<file path="src/rtl/uart_pkt_parser.sv">
// Packet parser behind the UART receiver: hunts SOF, buffers CMD/LEN/PAYLOAD, verifies XOR checksum, streams payload.
// Optional inter-byte timeout is compiled in with `define UART_PKT_TIMEOUT_EN.
module uart_pkt_parser #(
  parameter int          MAX_LEN     = 16,
  parameter logic [7:0]  SOF         = 8'hA5,
  parameter int          TIMEOUT_CYC = 17360,
  localparam int         LW          = $clog2(MAX_LEN + 1)
) (
  input  logic          clk,
  input  logic          rstn,
  input  logic          rx_valid,
  input  logic [7:0]    rx_byte,
  input  logic          rx_ferr,
  output logic          out_valid,
  output logic [7:0]    out_data,
  output logic          out_last,
  input  logic          out_ready,
  output logic [7:0]    pkt_cmd,
  output logic [LW-1:0] pkt_len,
  output logic          pkt_done,
  output logic          err_chk,
  output logic          err_len,
  output logic          err_frame,
  output logic          err_timeout,
  output logic [7:0]    drop_cnt
);

  localparam int         IW        = $clog2(MAX_LEN);
  localparam logic [7:0] MAX_LEN_B = 8'(MAX_LEN);

  typedef enum logic [2:0] {HUNT, CMD, LEN, PAYLOAD, CHK, DRAIN} state_t;

  state_t        state, state_nxt;
  logic [7:0]    cmd_r, chk;
  logic [LW-1:0] len_r, idx, rd_idx, len_m1, rd_nxt;
  logic [7:0]    buf_mem [MAX_LEN];
  logic          byte_ok, ferr_hit, in_pkt, handshake, timeout_hit;
  logic          len_bad, chk_good, chk_bad;

  assign byte_ok   = rx_valid & ~rx_ferr;
  assign ferr_hit  = rx_valid & rx_ferr;
  assign in_pkt    = (state == CMD) || (state == LEN) || (state == PAYLOAD) || (state == CHK);
  assign handshake = out_valid & out_ready;
  assign len_m1    = len_r - LW'(1);
  assign rd_nxt    = rd_idx + LW'(1);

`ifdef UART_PKT_TIMEOUT_EN
  logic [15:0] tmo_cnt;

  // Any byte restarts the idle count; only partially received packets can time out.
  always_ff @(posedge clk) begin
    if (!rstn || rx_valid || !in_pkt || timeout_hit) tmo_cnt <= '0;
    else                                             tmo_cnt <= tmo_cnt + 16'd1;
  end

  assign timeout_hit = in_pkt && !rx_valid && (tmo_cnt == 16'(TIMEOUT_CYC - 1));
`else
  logic unused_tmo;
  assign unused_tmo  = (TIMEOUT_CYC != 0);
  assign timeout_hit = 1'b0;
`endif

  always_ff @(posedge clk) begin
    if (!rstn) state <= HUNT;
    else       state <= state_nxt;
  end

  always_comb begin
    state_nxt = state;
    len_bad   = 1'b0;
    chk_good  = 1'b0;
    chk_bad   = 1'b0;
    case (state)
      HUNT:    if (byte_ok && rx_byte == SOF) state_nxt = CMD;
      CMD:     if (byte_ok) state_nxt = LEN;
      LEN: begin
        if (byte_ok) begin
          if (rx_byte > MAX_LEN_B) begin
            len_bad   = 1'b1;
            state_nxt = HUNT;
          end else if (rx_byte == 8'd0) begin
            state_nxt = CHK;
          end else begin
            state_nxt = PAYLOAD;
          end
        end
      end
      PAYLOAD: if (byte_ok && idx == len_m1) state_nxt = CHK;
      CHK: begin
        if (byte_ok) begin
          if (rx_byte == chk) begin
            chk_good  = 1'b1;
            state_nxt = (len_r == '0) ? HUNT : DRAIN;
          end else begin
            chk_bad   = 1'b1;
            state_nxt = HUNT;
          end
        end
      end
      DRAIN:   if (handshake && out_last) state_nxt = HUNT;
      default: state_nxt = HUNT;
    endcase
    if (in_pkt && (ferr_hit || timeout_hit)) state_nxt = HUNT;
  end

  always_ff @(posedge clk) begin
    if (state == PAYLOAD && byte_ok) buf_mem[idx[IW-1:0]] <= rx_byte;
  end

  // Output beats are loaded one step ahead so data/last stay registered and stable under stall.
  always_ff @(posedge clk) begin
    if (!rstn) begin
      cmd_r       <= '0;
      chk         <= '0;
      len_r       <= '0;
      idx         <= '0;
      rd_idx      <= '0;
      out_valid   <= 1'b0;
      out_data    <= '0;
      out_last    <= 1'b0;
      pkt_cmd     <= '0;
      pkt_len     <= '0;
      pkt_done    <= 1'b0;
      err_chk     <= 1'b0;
      err_len     <= 1'b0;
      err_frame   <= 1'b0;
      err_timeout <= 1'b0;
      drop_cnt    <= '0;
    end else begin
      pkt_done    <= 1'b0;
      err_chk     <= chk_bad;
      err_len     <= len_bad;
      err_frame   <= in_pkt & ferr_hit;
      err_timeout <= timeout_hit;
      case (state)
        CMD: if (byte_ok) begin
          cmd_r <= rx_byte;
          chk   <= rx_byte;
        end
        LEN: if (byte_ok && !len_bad) begin
          len_r <= rx_byte[LW-1:0];
          chk   <= chk ^ rx_byte;
          idx   <= '0;
        end
        PAYLOAD: if (byte_ok) begin
          chk <= chk ^ rx_byte;
          idx <= idx + LW'(1);
        end
        CHK: if (chk_good) begin
          pkt_cmd <= cmd_r;
          pkt_len <= len_r;
          if (len_r == '0) begin
            pkt_done <= 1'b1;
          end else begin
            rd_idx    <= '0;
            out_valid <= 1'b1;
            out_data  <= buf_mem[0];
            out_last  <= (len_r == LW'(1));
          end
        end
        DRAIN: begin
          if (rx_valid && drop_cnt != 8'hFF) drop_cnt <= drop_cnt + 8'd1;
          if (handshake) begin
            if (out_last) begin
              out_valid <= 1'b0;
              out_last  <= 1'b0;
              pkt_done  <= 1'b1;
            end else begin
              rd_idx   <= rd_nxt;
              out_data <= buf_mem[rd_nxt[IW-1:0]];
              out_last <= (rd_nxt == len_m1);
            end
          end
        end
        default: ;
      endcase
    end
  end

endmodule

</file>
<file path="config.mk">
export PLATFORM = sky130hd
export DESIGN_NAME = uart_pkt_parser
export DESIGN_NICKNAME = d
export VERILOG_FILES = /design/src/rtl/uart_pkt_parser.sv
export SDC_FILE = /design/constraint.sdc
export NUM_CORES = 1
export LEC_CHECK = 0
export CELL_PAD_IN_SITES_DETAIL_PLACEMENT = 1
export CELL_PAD_IN_SITES_GLOBAL_PLACEMENT = 2
export CORE_MARGIN = 5
export CORE_UTILIZATION = 46
export CTS_CLUSTER_DIAMETER = 60
export DETAILED_ROUTE_END_ITERATION = 10
export PLACE_DENSITY = 0.83
export REMOVE_ABC_BUFFERS = 1
export SYNTH_ARGS = -nofsm -noshare
export SYNTH_HDL_FRONTEND = slang
export SYNTH_SLANG_ARGS = --single-unit
</file>
<file path="constraint.sdc">
create_clock -name clk -period 4.9 [get_ports clk]
set_clock_uncertainty 0.15 [all_clocks]
set_input_delay 0.49 -clock clk [delete_from_list [all_inputs] [get_ports clk]]
set_output_delay 0.49 -clock clk [all_outputs]
set_load 0.005 [all_outputs]
</file>
Yosys cells after proc, flatten, opt, wreduce, memory -nomap -nowiden
Memories as Yosys holds them, arrays and structs flattened.
Index checks and enable logic that the tools add are counted.
Word-level totals
  flip-flop bits (word level): 69
  RAM bits: 128
  input bits: 13
  output and inout bits: 36
  logic and storage cells: 134
  memories kept: 1
Cells by class
  $add $sub $neg: 4
  $lt $le $gt $ge: 1
  eq/ne operators: 24
  mux-type cells: 52
  bitwise gates (word level): 7
  reductions and logical operators: 29
Memories
  buf_mem: words 16, bits a word 8, read ports 2, clocked after Yosys merged registers in 0, write ports 1, RTL line 36  | logic [7:0] buf_mem [MAX_LEN];
Operator list (count)
  two-way mux 8 bit: 7
  two-way mux 3 bit: 10
  two-way mux 5 bit: 6
  inequality test 2 bit, second input constant: 12
  one-hot mux 8 bit (3 select lines): 1
  two-way mux 1 bit: 21
  one-hot mux 5 bit (2 select lines): 2
  one-hot mux 3 bit (6 select lines): 1
  one-hot mux 8 bit (2 select lines): 1
  adder 5 x 1 -> 5 bit, second input constant: 2
  == test 5 bit: 2
  AND reduction 5 bit: 2
  adder 8 x 1 -> 8 bit, second input constant: 1
  == test 8 bit: 1
  == test 8 bit, second input constant: 1
  greater-than comparator 8 x 5 -> 1 bit, second input constant: 1
  zero test 8 bit: 1
  inequality test 8 bit, second input constant: 1
  AND reduction 2 bit: 4
  AND reduction 4 bit: 2
  XOR 8 bit: 1
  logical AND 1 bit: 7
  == test 3 x 2 -> 1 bit, second input constant: 2
  == test 3 bit, second input constant: 2
  other kinds (16): 26

Logic depth before layout (Yosys ltp)
  word-level depth: 8
  depth in mapped cells: 8
  mapped depth without buffers: 7

Least setup slack after synthesis
No wires, ideal clock.
  path type: flip-flop to flip-flop
  start: register rd_idx[0]
  end: register out_data[0]
  library setup time: 0.122 ns
  data arrival time: 2.095 ns
  data required time: 4.628 ns
  slack: 2.533 ns
  stages on the path, launching flop included: 9
  path buffers: 3
  period minus slack after synthesis: 2.367 ns
  cells stage by stage: dfxtp_1 > ha_1 > buf_2 > buf_2 > buf_2 > mux4_2 > mux2i_1 > a211oi_1 > o311a_1
On the way
  word-level cells in the longest chain between the ends: 5
Ends and longest elaborated chain
  start: declaration: RTL line 35  | logic [LW-1:0] len_r, idx, rd_idx, len_m1, rd_nxt;
  start signal: assignment: RTL line 169  | rd_idx <= rd_nxt;
  adder 5 x 1 -> 5 bit: RTL line 45  | assign rd_nxt = rd_idx + LW'(1);
  memory read (16 x 8 bit)
  two-way mux 8 bit: RTL line 164  | if (out_last) begin
  two-way mux 8 bit: RTL line 163  | if (handshake) begin
  one-hot mux 8 bit (2 select lines): RTL line 135  | case (state)
  end signal: assignment: RTL line 157  | out_data <= buf_mem[0];
  end signal: assignment: RTL line 170  | out_data <= buf_mem[rd_nxt[IW-1:0]];
  end: declaration: RTL line 15  | output logic [7:0] out_data,
Every way passes these cells. The select of a mux whose other input is x is not followed.
A chain may end at the register's enable or synchronous reset.

Final worst setup path
  start: register rd_idx[1]
  end: register out_data[5]
Same word-level chain as after synthesis.

==> out/results.env <==
OVERFLOW_LEFT_AFTER_GLOBAL_ROUTING=0
ROOT_BUFFER='clkbuf_16'
SYNTH_CELL_TYPE_COUNT=57
CTS_HOLD_REPAIR.BUFFERS=0
POWER.STATIC_LEAKAGE_nW=3.307
NUM_ANTENNA_CELLS=0
POST-SYNTH-TOP-COUNT-CELL='edfxtp_1'
DETAILED_PLACE_HPWL_UM=14220
SYNTH_AREA_LEADERS='edfxtp_1 45%, dfxtp_1 16%, mux4_2 8.4%, mux2i_1 3.2%, nor2_1 2.3%'
FINISH_STAGE_SETUP_VIOLS=0
CLOCK_PATH_BUFFERS=2
HP-CLASS='flop to flop'
GROUTE.USAGE.OVERALL=0.2116
AREA_GROWTH_SYN_TO_LAYOUT_PCT=14.87
PATH_DEPTH=7
SYNTH.AVG_CELL_AREA_SQ_UM=13.55
YOSYSWARNINGCOUNT=0
WIRELENGTH_UM=22080
FIN_CRIT_NS=3.191
STD_CELL_ROWS=49
SYNTH-COMPOUND-AREA-SHARE=0.07829
SYNTH-SEQ-AREA-SHARE=0.6111
DR.FIRST_ITER.DRC_COUNT=419
DRIVE_GT1_FRAC=0.1343
WORST_SETUP_PATH_ENDPOINT='out_data[5]$_SDFFE_PN0P_'
RR_WORST_DEPTH=7
CRIT_TOP_CELL='a211oi_1'
TIMING.CRITICAL_PATH.FROM='rd_idx[1]$_SDFFE_PN0P_'
SYNTH_FA_HA_AREA_FRAC=0.01171
TRITONCTS_NUM_SINKS=197
LAYOUT_WORST_PATH_CYCLE_SHARE=0.6512
YOSYS_MOST_USED_DFF='edfxtp_1'
CLOCK_INSERTION_DELAY_WORST_SKEW_NS=0.43
POST-SYNTH-TOP-AREA-FRACTION=0.4495
NNETSFINAL=693
TRITONCTS_CLOCK_TREE='yes'
YOSYS-TOP-CELLS-COUNT='128 x edfxtp_1, 69 x dfxtp_1, 53 x nor2_1'
ROUTED_WIRE_PER_STD_CELL_UM=24.15
CRIT_PATH_CELL_TRACE='ha_1, xor2_2, buf_4, nor2b_1, a211oi_1, a211oi_1, o311a_1'
WORST-SLEW-PIN-TRANSITION_NS=1.257
MAX_FREQ_MHz=313.4
INITIAL_UTILIZATION=0.4712
SYNTHXORXNORAREAFRAC=0.03746
COMBINATIONAL_FAMILY_WITH_THE_MOST_AREA_AFTER_SYNTHESIS='multiplexers'
STATUS='completed'
CRITICAL_PATH_ARRIVAL_NS=3.36
SLEW-LIMIT-HEADROOM=0.1571
VIA_TO_CELL_RATIO=5.935
GP_CONGESTION=0.8203
CRITICAL_PATH_REQUIRED_NS=5.07
DESIGN.PORTCOUNT=49
CPMAXSTAGEDELAYCELL='xor2_2'
SYNTHARSTFLOPSHARE=0
SETUP_FIX_BUFFERS_ADDED_AFTER_CLOCK_TREE_SYNTHESIS=0
NUMCTSBUFFERS=17
INITIAL_ANTENNA_VIOLATION_COUNT=0
RSZ0062_AT_GRT='no'
AREA_OF_THE_MAPPED_NETLIST_SQ_UM=8551
DRC_VIOLATION_COUNT_AFTER_ROUTING=0
FINAL_MAX_SLEW_VIOL_COUNT=0
CTS_HTREE_LEVELS=4
CLK_PIN_SLEW_NS=0.07
YS_FF_LATCH=197
ANT_NETS=0
HOLD_WORST_SLACK_NS=0.3120
TIMING.CRITICAL_PATH.BUF_INV=1
FLOORPLAN.DIE.WIDTH_UM=146.3
SYNTHESIS.INSTANCES=631
CTS.REPAIR.RESIZED=0
POWER.DENSITY_CELL_AREA_nW_PER_UM2=333.0
PIN_COUNT_OF_THE_BIGGEST_NET_ENTERING_GLOBAL_ROUTING=43
GRT_PASS1_WL_UM=35050
CRIT_TYPE='flop to flop'
CP-END-KIND='flop'
CHIP_HEIGHT_UM=146.3
DR.PASS1.ITERS=5
FIN_WS_NS=1.709
VIAS=5425
CP_SLOWEST_STAGE_DELAY_NS=0.76
DRV.MAX_CAP_VIOLATION_COUNT=0
DIEAREA_SQ_UM=21420
REPORT.FINAL.HOLD_VIOL_COUNT=0
STARTPOINT_TYPE='flop'
DETAILEDPLACE.WORSTSLACK_NS=1.374
SETUP.REG_TO_REG.WORST_SLACK_NS=1.71
MAX-VDD-IR-DROP_mV=0.2599
R2R_END='out_data[5]$_SDFFE_PN0P_'
SYNTH-EDFF-COUNT=128
WORSTREG2REGSTART='rd_idx[1]$_SDFFE_PN0P_'
FILLER_CELL_COUNT=1753
SYNTH_TOP_AREA_CELL='edfxtp_1'
SUM_OF_NEGATIVE_SETUP_SLACK_NS=0
CP_MAX_FANOUT=19
GRT_PASS1_VIAS=5828
COREAREA_SQ_UM=18150
FAMILY_WITH_THE_MOST_DELAY_ON_THE_WORST_PATH='compound AO/OA/AOI/OAI gates'
YOSYS.AREA_SHARE.SIMPLE=0.1131
POST_SYNTH_MUX_AREA_SHARE=0.1159
IO_BUFFER_COUNT=47
==> metrics by stage <==
step / total power [W] / util / cells / instance area (sq um)
final: 0.003271 / 0.5412 / 914 / 9822
after global routing: 0.003371 / 0.5412 / 914 / 9822
after CTS: 0.003292 / 0.5412 / 914 / 9822
after detailed placement: 0.001870 / 0.5085 / 882 / 9228
after global placement: 0.001865 / 0.5085 / 882 / 9228
after floorplan: 0.001816 / - / 587 / 8314
==> per-layer routing <==
metal	vias to the layer above	wire, um	track usage
li1	2452	-	-
met3	20	943	0.04245
met5	-	0	0
met2	118	11240	0.3552
met1	2835	9651	0.2861
met4	0	244	0.04939
==> state kept, by name, indices dropped and copies added, names as in the netlist <==
signal	count
state	3
cmd_r	8
out_data	8
err_chk	1
buf_mem	128
len_r	5
rd_idx	5
pkt_cmd	8
idx	5
err_len	1
pkt_len	5
out_valid	1
out_last	1
chk	8
pkt_done	1
drop_cnt	8
err_frame	1
==> cells in the final DEF (no fill, tap or decap), types with 17 or more instances in the layout <==
master	instances
edfxtp_1	128
dfxtp_1	68
nor2_1	53
clkdlybuf4s50_1	47
nand2_1	40
mux4_2	32
mux2i_1	27
a21oi_1	21
buf_4	19
xor2_1	17
clkbuf_16	17
==> cells by family after synthesis <==
kind of cell             Yosys count
flip-flops                       197
AND/OR/NAND/NOR                  185
AO/OA/AOI/OAI                     93
multiplexers                      59
buffers and inverters             54
XOR/XNOR                          34
adder cells (fa/ha/maj)            8
other                              1
==> report_power, final <==
group          internal, W  total (W)  leakage [nW]  switching [W]
sequential         0.00176    0.00176          1.71    0.000000192
combinational    0.0000186  0.0000687          1.31      0.0000501
clock             0.000774    0.00144         0.291       0.000665
==> tightest hold or removal path, delay by kind of cell (launching register included) <==
kind	cells	cell delay (ns)
flip-flops	1	0.31
AND/OR/NAND/NOR	1	0.05
AO/OA/AOI/OAI	1	0.05
==> area by class of cell <==
| class | instances | area, sq um | area share |
|---|---|---|---|
| multi-input cells | 380 | 3064 | 0.3120 |
| flip-flops and latches | 197 | 5226 | 0.5321 |
| clock inverters | 13 | 161.4 | 0.01643 |
| well taps | 229 | 286.5 | 0.02917 |
| clock buffers | 19 | 432.9 | 0.04408 |
| inverters | 10 | 37.54 | 0.003822 |
| repair buffers | 66 | 613.1 | 0.06242 |
==> worst min-delay path by stage <==
| stage | start | endpoint | slack, ns | cells past startpoint |
|---|---|---|---|---|
| final | cmd_r[0]$_SDFFE_PN0P_ | cmd_r[0]$_SDFFE_PN0P_ | 0.31 | 2 |
| after global routing | cmd_r[6]$_SDFFE_PN0P_ | cmd_r[6]$_SDFFE_PN0P_ | 0.33 | 2 |
| after CTS | cmd_r[5]$_SDFFE_PN0P_ | cmd_r[5]$_SDFFE_PN0P_ | 0.32 | 2 |
| after detailed placement | cmd_r[5]$_SDFFE_PN0P_ | cmd_r[5]$_SDFFE_PN0P_ | 0.31 | 2 |
| after global placement | cmd_r[2]$_SDFFE_PN0P_ | cmd_r[2]$_SDFFE_PN0P_ | 0.29 | 2 |
| after floorplan | cmd_r[0]$_SDFFE_PN0P_ | cmd_r[0]$_SDFFE_PN0P_ | 0.29 | 2 |
(Power assumes the default switching activity.)
